$ cat src/rtl/fuel_refill_controller.sv
// Refuelling engine: accepts a refill request over valid/ready, meters fuel
// into the tank one unit every PUMP_DIV clocks, saturates at CAPACITY and
// supports abort. fuel_level feeds the gauge path as its input fuel.
module fuel_refill_controller #(
  parameter int unsigned WIDTH    = 5,
  parameter int unsigned CAPACITY = 31,
  parameter int unsigned PUMP_DIV = 4
) (
  input  logic             clk,
  input  logic             reset,
  input  logic [WIDTH-1:0] tank_level,
  input  logic             req_valid,
  input  logic [WIDTH-1:0] req_amount,
  input  logic             abort,
  output logic             req_ready,
  output logic             pump_en,
  output logic [WIDTH-1:0] fuel_level,
  output logic [WIDTH-1:0] delivered,
  output logic             done,
  output logic             capped,
  output logic             aborted
);

  localparam int unsigned     CW       = (PUMP_DIV > 1) ? $clog2(PUMP_DIV) : 1;
  localparam logic [CW-1:0]   CNT_LAST = CW'(PUMP_DIV - 1);
  localparam logic [WIDTH:0]  CAP_EXT  = (WIDTH + 1)'(CAPACITY);

  typedef enum logic [1:0] {
    S_IDLE,
    S_PUMP,
    S_DONE
  } state_t;

  state_t           r_state;
  state_t           w_state_nxt;
  logic [CW-1:0]    r_cnt;
  logic [WIDTH-1:0] r_fuel;
  logic [WIDTH-1:0] r_deliv;
  logic [WIDTH-1:0] r_target;
  logic             r_capped;
  logic             r_aborted;

  logic [WIDTH:0]   w_sum;
  logic [WIDTH-1:0] w_target;
  logic             w_capped;
  logic             w_accept;
  logic             w_unit;

  // Request evaluation: fill target clamped to capacity; an overfull tank is
  // treated as already full so the target never drops below the tank level.
  always_comb begin
    w_sum = {1'b0, tank_level} + {1'b0, req_amount};
    if ({1'b0, tank_level} > CAP_EXT) begin
      w_target = tank_level;
    end else if (w_sum > CAP_EXT) begin
      w_target = WIDTH'(CAPACITY);
    end else begin
      w_target = w_sum[WIDTH-1:0];
    end
    w_capped = (w_sum > CAP_EXT) && (req_amount != '0);
  end

  // State register.
  always_ff @(posedge clk) begin
    if (reset) begin
      r_state <= S_IDLE;
    end else begin
      r_state <= w_state_nxt;
    end
  end

  // Next-state and state-decoded outputs; abort takes priority over a unit
  // completing in the same cycle.
  always_comb begin
    w_state_nxt = r_state;
    req_ready   = 1'b0;
    pump_en     = 1'b0;
    done        = 1'b0;
    w_accept    = 1'b0;
    w_unit      = 1'b0;
    case (r_state)
      S_IDLE: begin
        req_ready = 1'b1;
        if (req_valid) begin
          w_accept    = 1'b1;
          w_state_nxt = (w_target == tank_level) ? S_DONE : S_PUMP;
        end
      end
      S_PUMP: begin
        pump_en = 1'b1;
        if (abort) begin
          w_state_nxt = S_DONE;
        end else if (r_cnt == CNT_LAST) begin
          w_unit = 1'b1;
          if ((r_fuel + WIDTH'(1)) == r_target) begin
            w_state_nxt = S_DONE;
          end
        end
      end
      S_DONE: begin
        done        = 1'b1;
        w_state_nxt = S_IDLE;
      end
      default: begin
        w_state_nxt = S_IDLE;
      end
    endcase
  end

  // Fill datapath: latch on acceptance, meter units during PUMP, hold otherwise.
  always_ff @(posedge clk) begin
    if (reset) begin
      r_cnt     <= '0;
      r_fuel    <= '0;
      r_deliv   <= '0;
      r_target  <= '0;
      r_capped  <= 1'b0;
      r_aborted <= 1'b0;
    end else if (w_accept) begin
      r_cnt     <= '0;
      r_fuel    <= tank_level;
      r_deliv   <= '0;
      r_target  <= w_target;
      r_capped  <= w_capped;
      r_aborted <= 1'b0;
    end else if (r_state == S_PUMP) begin
      if (abort) begin
        r_cnt     <= '0;
        r_aborted <= 1'b1;
      end else if (w_unit) begin
        r_cnt   <= '0;
        r_fuel  <= r_fuel + WIDTH'(1);
        r_deliv <= r_deliv + WIDTH'(1);
      end else begin
        r_cnt <= r_cnt + CW'(1);
      end
    end
  end

  assign fuel_level = r_fuel;
  assign delivered  = r_deliv;
  assign capped     = r_capped;
  assign aborted    = r_aborted;

endmodule

$ cat config.mk
export PLATFORM = sky130hd
export DESIGN_NAME = fuel_refill_controller
export DESIGN_NICKNAME = d
export VERILOG_FILES = /design/src/rtl/fuel_refill_controller.sv
export SDC_FILE = /design/constraint.sdc
export NUM_CORES = 1
export LEC_CHECK = 0
export BUFFER_PORTS_ARGS = -buffer_cell sky130_fd_sc_hd__buf_4
export CORE_ASPECT_RATIO = 1.2
export CORE_UTILIZATION = 40
export DETAILED_ROUTE_END_ITERATION = 10
export GPL_TIMING_DRIVEN = 0
export SYNTH_ARGS = -nofsm -noshare
export SYNTH_HDL_FRONTEND = slang
export SYNTH_SLANG_ARGS = --single-unit
export TNS_END_PERCENT = 20
$ cat constraint.sdc
create_clock -name clk -period 2 [get_ports clk]
set_input_delay 0.2 -clock clk [delete_from_list [all_inputs] [get_ports clk]]
set_output_delay 0.2 -clock clk [all_outputs]
set_load 0.03 [all_outputs]
==> results_tabular.tex, run 1 <==
\begin{tabular}{lr}
\hline
Metric & Value \\
\hline
\multicolumn{2}{l}{\textbf{Placement}} \\
\quad Number of placed instances with taps included & roughly 230 \\
\quad Dpl hpwl & 2540 um \\
\quad Port Buf Inserts & 28 \\
\quad Routability Congestion & between 0.8 and 0.9 \\
\quad Post-DP Area & around 1600 um\^{}2 \\
\multicolumn{2}{l}{\textbf{Yosys}} \\
\quad Number of instances in the synthesized netlist & 163 \\
\quad Seq cells post-synth & 21 \\
\quad Most frequent cells after synthesis & nor2\_1 (28), dfxtp\_1 (21), nand2\_1 (14) \\
\quad Area share of the largest cell type after synthesis & a little under a third \\
\quad Netlist area before placement & $\sim$1400 um\^{}2 \\
\quad Most area-hungry cell type in the Yosys netlist & dfxtp\_1 \\
\quad Synth top area cells & dfxtp\_1 (31\%), nor2\_1 (7.8\%), ha\_1 (7.4\%) \\
\quad Net count after synthesis & 186 \\
\quad Proportion of register bits with asynchronous set or reset after synthesis & 0\% \\
\quad Count of flip-flops with a built-in enable after synthesis & 0 \\
\quad Part of the Yosys area used for sequential elements & 31.08\% \\
\quad Total of warnings raised by yosys & 0 \\
\quad Syn avg cell area & 8.298 um\^{}2 \\
\quad Count of different cell masters after synthesis & 42 \\
\quad Most common cell in the synthesized netlist & nor2\_1 \\
\quad Prevailing post-synth register cell & dfxtp\_1 \\
\multicolumn{2}{l}{\textbf{Drt}} \\
\quad Number of vias after detailed routing & about 1,300 \\
\quad Number of DRC violations after detailed routing & 0 \\
\quad Post-DRT Antenna Nets & 0 \\
\quad Number of search-and-repair iterations in the first detailed-routing pass & 4 \\
\quad Routed Wire Length & around 3200 um \\
\quad Wire length per cell after detailed routing & 13.97 um \\
\quad Initial detailed-routing violation count & 13 \\
\quad Ratio of routed vias to standard cells & 5.537 \\
\multicolumn{2}{l}{\textbf{Clocking}} \\
\quad CTS H-tree lvls & 1 \\
\quad TritonCTS clock tree & yes \\
\quad Post-CTS setup buffer count & 0 \\
\quad Root buffer cell & clkbuf\_4 \\
\quad Post-cts hold buffer count & 0 \\
\quad Number of buffers created by CTS & 3 \\
\quad Clk\_lat worst skew & 0.32 ns \\
\quad Number of gates given a new drive strength after cts & 0 \\
\quad Maximum buffer depth of the clock tree & 2 \\
\quad Clock transition at the register clock pins on the worst setup and hold paths after CTS & 0.12 ns \\
\quad Clock Sink Count & 21 \\
\multicolumn{2}{l}{\textbf{Power and ir drop}} \\
\quad Lkg Pwr & 0.6870 nW \\
\quad Worst IR drop on VDD & 0.3666 mV \\
\quad Overall power of the completed layout & $\sim$1.2 mW \\
\quad Pwr Density & $\sim$720 nW/um\^{}2 \\
\multicolumn{2}{l}{\textbf{Die}} \\
\quad \# IOs & 29 \\
\quad Core footprint & approximately 3100 um\^{}2 \\
\quad Initial Util & 43.10\% \\
\quad Die Height & 65.70 um \\
\quad Total number of placement rows & 22 \\
\quad Die ar. & 3619 um\^{}2 \\
\quad Horiz. Die Dim & 55.09 um \\
\multicolumn{2}{l}{\textbf{STA}} \\
\quad Relative slew slack & just under 70\% \\
\quad Final worst clock skew & 0.001615 ns \\
\quad Fmax & approximately 520 MHz \\
\quad Worst Tran Pin Value & 0.4743 ns \\
\quad Setup repair after global routing missed its margin & no \\
\quad Post-route minimum period & 1.930 ns \\
\quad WHS & 0.05770 ns \\
\quad Post-route fraction of the period consumed by the critical path & between 90\% and 100\% \\
\quad Final Hold Vio Count & 0 \\
\quad Total count of max-transition violations in the final report & 0 \\
\quad Setup Viol. Count Final & 0 \\
\multicolumn{2}{l}{\textbf{Setup path}} \\
\quad Critical setup path kind & input port to flip-flop \\
\quad Arrival time of data at the critical path endpoint & 2.16 ns \\
\quad Max FO, Critical Path & 3 \\
\quad Category of the worst setup path capture point & flip-flop \\
\quad Startpoint Class & input port \\
\quad Required time of the worst setup path & 2.23 ns \\
\multicolumn{2}{l}{\textbf{Cells and area}} \\
\quad Final-layout fill cell count & 317 \\
\quad Non-filler cells in the finished layout & 231 \\
\quad Post-route standard cell area excluding fillers & around 1700 um\^{}2 \\
\quad Layout cell share with drive strength beyond 1 & 22.05\% \\
\quad Post-layout net count & 219 \\
\quad Signed area change from the synthesized netlist to the final layout & 23.31\% \\
\quad N\_diodes & 0 \\
\multicolumn{2}{l}{\textbf{GRT}} \\
\quad Overall fraction of global-route tracks in use & 19.90\% \\
\quad Largest net degree at the start of global routing & 13 \\
\quad Number of global-route vias before repair & 1,234 \\
\quad Number of antenna violations at the first check in global routing & 0 \\
\quad Residual overflow from global routing & 0 \\
\quad Wire length of the first global-routing pass & 5147 um \\
\multicolumn{2}{l}{\textbf{Hold path}} \\
\quad Class of the tightest hold or removal check & input port to flip-flop \\
\multicolumn{2}{l}{\textbf{Job}} \\
\quad Max\_cap viols & 0 \\
\multicolumn{2}{l}{\textbf{Status}} \\
\quad Result of the run & complete, no violations \\
\hline
\end{tabular}
worst max-delay path, stage by stage:
cell       delay [ns]
buf_4            0.13
ha_2             0.21
fa_2             0.40
a21o_1           0.20
a2111oi_4        0.34
a41oi_1          0.11
xnor2_1          0.18
o2111ai_1        0.15
a31o_1           0.23
per-stage QoR:
step                TNS (ns)  util, %  setup slack (ns)
finish                     0    53.15           0.07037
global placement     -0.4179    51.59           -0.2755
detailed placement   -0.5313    51.59           -0.3243
global route               0    53.15          0.006060
CTS                        0    52.47           0.01373
floorplan                  0        -           0.01146
cell usage in the layout, fill, tap and decap left out, drive strengths merged, types with 2 or more instances in the layout:
master and count:
nor4b 2, a221oi 2, xor2 8, buf 30, dfxtp 21, nand3b 2
o21ai 5, a211oi 4, clkbuf 6, nand2 14, o31ai 2, nand2b 2
nand3 5, and3 3, xnor2 10, inv 2, a21o 4, nand4 3
a21oi 11, nor2 28, ha 8, nor3 5, and2 2
layer usage:
| metal | GRT usage (%) | routed length [um] |
|---|---|---|
| met3 | 2.778 | 84 |
| met1 | 19.97 | 1371 |
| met5 | 0 | 0 |
| met4 | 10.94 | 89 |
| met2 | 36.90 | 1683 |
report_power, final:
group | leakage, nW | switching [mW] | internal, mW
clock network | 0.0177 | 0.141 | 0.0751
logic | 0.497 | 0.277 | 0.199
registers | 0.172 | 0.0396 | 0.462
registers in the layout, summed over array words and instances (netlist names):
| signal | cells |
|---|---|
| r_cnt | 2 |
| r_state | 2 |
| aborted | 1 |
| capped | 1 |
| fuel_level | 5 |
| r_target | 5 |
| delivered | 5 |
cell families (layout without fill, tap and decap cells):
kind of cell             Yosys count  in the layout  share of synthesized area [%]
AO/OA/AOI/OAI                     38             38                          20.63
buffers and inverters              7             39                          2.590
adder cells (fa/ha/maj)            9              9                          8.881
flip-flops                        21             21                          31.08
XOR/XNOR                          18             18                          12.21
AND/OR/NAND/NOR                   70             70                          24.61
cell type report:
type                    count  area [um^2]  share of cell area [%]
plain buffers               5        27.53                   1.650
clock buffers               3        22.52                   1.350
clock inverters             1        5.005                  0.3001
inverters                   2        7.507                  0.4501
multi-input cells         135        928.4                   55.66
flip-flops and latches     21        421.7                   25.28
well taps                  36        45.04                   2.701
repair buffers             28        210.2                   12.60
final timing paths:
kind | startpoint | endpoint | slack [ns] | cells after the start
hold / removal | reset | fuel_level[0] | 0.06 | 2
setup reg to reg | fuel_level[0] | r_state[0] | 0.22 | 7
hold reg to reg | r_target[3] | r_target[3] | 0.48 | 2
setup / recovery | tank_level[0] | r_state[0] | 0.07 | 9
No activity file was read; power rests on OpenSTA's default activity.
==> run 2: changes to the inputs <==
Clock period 2 ns to 2.4 ns, I/O delays scaled along.
==> run 2 against run 1 <==
Against the previous run:
- sequential power fell by 17%
- worst setup slack improved by 0.16 ns
- final area down 2.0%
- first-iteration DRC count rose to 4.1 times the previous value
- global-route usage decreased by 0.80 points
- worst hold slack better by 0.059 ns
- critical path type unchanged
- count of clock-buffer cells in the layout stayed put
- clock power is 19% lower
- total power shrank 18%
- final cell count did not move
==> results_tabular.tex, run 2 (synthesis gave the netlist of run 1 again) <==
\begin{tabular}{lr}
\hline
Metric & Value \\
\hline
\multicolumn{2}{l}{\textbf{Setup path}} \\
\quad Worst reg-to-reg path cell count & 7 \\
\quad End of the worst register-to-register path & r\_state[0] \\
\quad Startpoint Class & input port \\
\quad Arrival time of data at the critical path endpoint & 2.38 ns \\
\quad Required time of the worst setup path & 2.61 ns \\
\quad Worst setup path start & tank\_level[0] \\
\quad Category of the worst setup path capture point & flip-flop \\
\quad Max FO, Critical Path & 3 \\
\quad Critical path endpoint & r\_state[0] \\
\quad Setup slack, reg-to-reg & between 0.4 and 0.5 ns \\
\quad Start of the worst register-to-register path & fuel\_level[0] \\
\quad Critical setup path kind & input port to flip-flop \\
\multicolumn{2}{l}{\textbf{GRT}} \\
\quad Residual overflow from global routing & 0 \\
\quad Number of global-route vias before repair & 1,187 \\
\quad Largest net degree at the start of global routing & 13 \\
\quad Overall fraction of global-route tracks in use & 19.10\% \\
\quad Number of antenna violations at the first check in global routing & 0 \\
\quad Wire length of the first global-routing pass & 5064 um \\
\multicolumn{2}{l}{\textbf{STA}} \\
\quad Worst Tran Pin Value & $\sim$0.49 ns \\
\quad Fmax & 461.9 MHz \\
\quad Setup repair after global routing missed its margin & no \\
\quad Final Hold Vio Count & 0 \\
\quad Total count of max-transition violations in the final report & 0 \\
\quad Post-route minimum period & approximately 2.2 ns \\
\quad Relative slew slack & 67.53\% \\
\quad Final worst clock skew & 0.007167 ns \\
\quad Post-route fraction of the period consumed by the critical path & 90.21\% \\
\quad Setup Viol. Count Final & 0 \\
\multicolumn{2}{l}{\textbf{Power and ir drop}} \\
\quad Share of power burned in combinational logic & approximately two fifths \\
\quad Worst IR drop on VDD & 0.3029 mV \\
\quad Net Sw Frac & 37.88\% \\
\quad Sequential cell fraction of total power & 42.7\% \\
\quad Clock group share of total power & roughly 18\% \\
\quad Internal cell power & 0.6067 mW \\
\quad Pwr Density & 597.2 nW/um\^{}2 \\
\quad Switching component of the power & 0.3700 mW \\
\quad Lkg Pwr & 0.6858 nW \\
\multicolumn{2}{l}{\textbf{Clocking}} \\
\quad TritonCTS clock tree & yes \\
\quad Root buffer cell & clkbuf\_4 \\
\quad CTS H-tree lvls & 1 \\
\quad Post-CTS setup buffer count & 0 \\
\quad Number of buffers created by CTS & 3 \\
\quad Clock Sink Count & 21 \\
\quad Clock transition at the register clock pins on the worst setup and hold paths after CTS & 0.11 ns \\
\quad Number of gates given a new drive strength after cts & 0 \\
\quad Post-cts hold buffer count & 0 \\
\quad Clk\_lat worst skew & 0.31 ns \\
\quad Maximum buffer depth of the clock tree & 2 \\
\multicolumn{2}{l}{\textbf{Job}} \\
\quad Max\_cap viols & 0 \\
\multicolumn{2}{l}{\textbf{Cells and area}} \\
\quad Non-filler cells in the finished layout & 231 \\
\quad Core utilization of the finished layout & around 52\% \\
\quad Post-layout net count & 219 \\
\quad Final-layout fill cell count & roughly 310 \\
\quad Signed area change from the synthesized netlist to the final layout & 20.91\% \\
\quad Most frequent cells in the layout & nor2\_1 (28), buf\_4 (28), dfxtp\_1 (21), nand2\_1 (14), a21oi\_1 (11) \\
\quad Layout cell share with drive strength beyond 1 & 18.97\% \\
\quad N\_diodes & 0 \\
\multicolumn{2}{l}{\textbf{Die}} \\
\quad Horiz. Die Dim & roughly 55 um \\
\quad Initial Util & 43.10\% \\
\quad \# IOs & 29 \\
\quad Core footprint & 3138 um\^{}2 \\
\quad Die ar. & 3619 um\^{}2 \\
\quad Total number of placement rows & 22 \\
\quad Die Height & 65.70 um \\
\multicolumn{2}{l}{\textbf{Status}} \\
\quad Result of the run & complete, no violations \\
\multicolumn{2}{l}{\textbf{Drt}} \\
\quad Number of vias after detailed routing & 1,287 \\
\quad Number of search-and-repair iterations in the first detailed-routing pass & 6 \\
\quad Post-DRT Antenna Nets & 0 \\
\quad Ratio of routed vias to standard cells & around 5.6 \\
\quad Number of DRC violations after detailed routing & 0 \\
\quad Initial detailed-routing violation count & 53 \\
\quad Wire length per cell after detailed routing & 13.83 um \\
\quad Routed Wire Length & 3195 um \\
\multicolumn{2}{l}{\textbf{Placement}} \\
\quad Dpl hpwl & 2487 um \\
\quad Number of placed instances with taps included & about 230 \\
\quad Routability Congestion & 0.8894 \\
\quad Port Buf Inserts & 28 \\
\multicolumn{2}{l}{\textbf{Hold path}} \\
\quad Class of the tightest hold or removal check & input port to flip-flop \\
\hline
\end{tabular}
-- run 2: layout make-up --
cell class / instances / area [um^2] / area share, %
Sequential cell: 21 / 420.4 / 25.71
Inverter: 2 / 7.507 / 0.4591
Buffer: 5 / 27.53 / 1.683
Clock buffer: 3 / 22.52 / 1.377
Tap cell: 36 / 45.04 / 2.754
Timing Repair Buffer: 28 / 210.2 / 12.85
Clock inverter: 1 / 5.005 / 0.3060
Multi-Input combinational cell: 135 / 897.1 / 54.86
-- run 2: worst min-delay path by stage --
stage / end / slack (ns) / from / cells after the start
after floorplan: fuel_level[0] / 0.31 / reset / 1
after global placement: fuel_level[0] / 0.45 / reset / 2
after detailed placement: fuel_level[0] / 0.45 / reset / 2
after CTS: fuel_level[0] / 0.11 / reset / 2
after global routing: fuel_level[0] / 0.12 / reset / 2
final: fuel_level[0] / 0.12 / reset / 2
-- run 2: worst max-delay path: stages --
cell	delay, ns
buf_4	0.13
ha_1	0.24
fa_1	0.45
a21o_1	0.21
a2111oi_0	0.39
a41oi_1	0.13
xnor2_1	0.19
o2111ai_1	0.16
a31o_1	0.23
-- run 2: metrics by stage --
step	TNS, ns	setup WS, ns	instance area, um^2	hold WS, ns	total power [mW]
finish	0	0.2349	1635	0.1169	0.9766
global route	0	0.07964	1635	0.1169	1.041
CTS	0	0.2409	1635	0.1126	0.9837
detailed placement	-0.09112	-0.09112	1608	0.4488	0.8087
global placement	-0.06534	-0.06534	1608	0.4498	0.8003
floorplan	0	0.2580	1353	0.3128	0.6910
-- run 2: routing by layer --
metal | GRT usage (%) | vias up | routed length [um]
li1 | - | 653 | -
met1 | 19.35 | 602 | 1381
met2 | 35.54 | 30 | 1702
met3 | 2.083 | 2 | 77
met4 | 10.63 | 0 | 34
met5 | 0 | - | 0
-- run 2: power by group through the flow --
stage | Sequential (mW) | Combinational, mW | Clock (mW)
floorplan | 0.445 | 0.247 | 0
global placement | 0.425 | 0.376 | 0
detailed placement | 0.426 | 0.383 | 0
CTS | 0.418 | 0.386 | 0.180
global route | 0.423 | 0.423 | 0.194
finish | 0.417 | 0.385 | 0.174
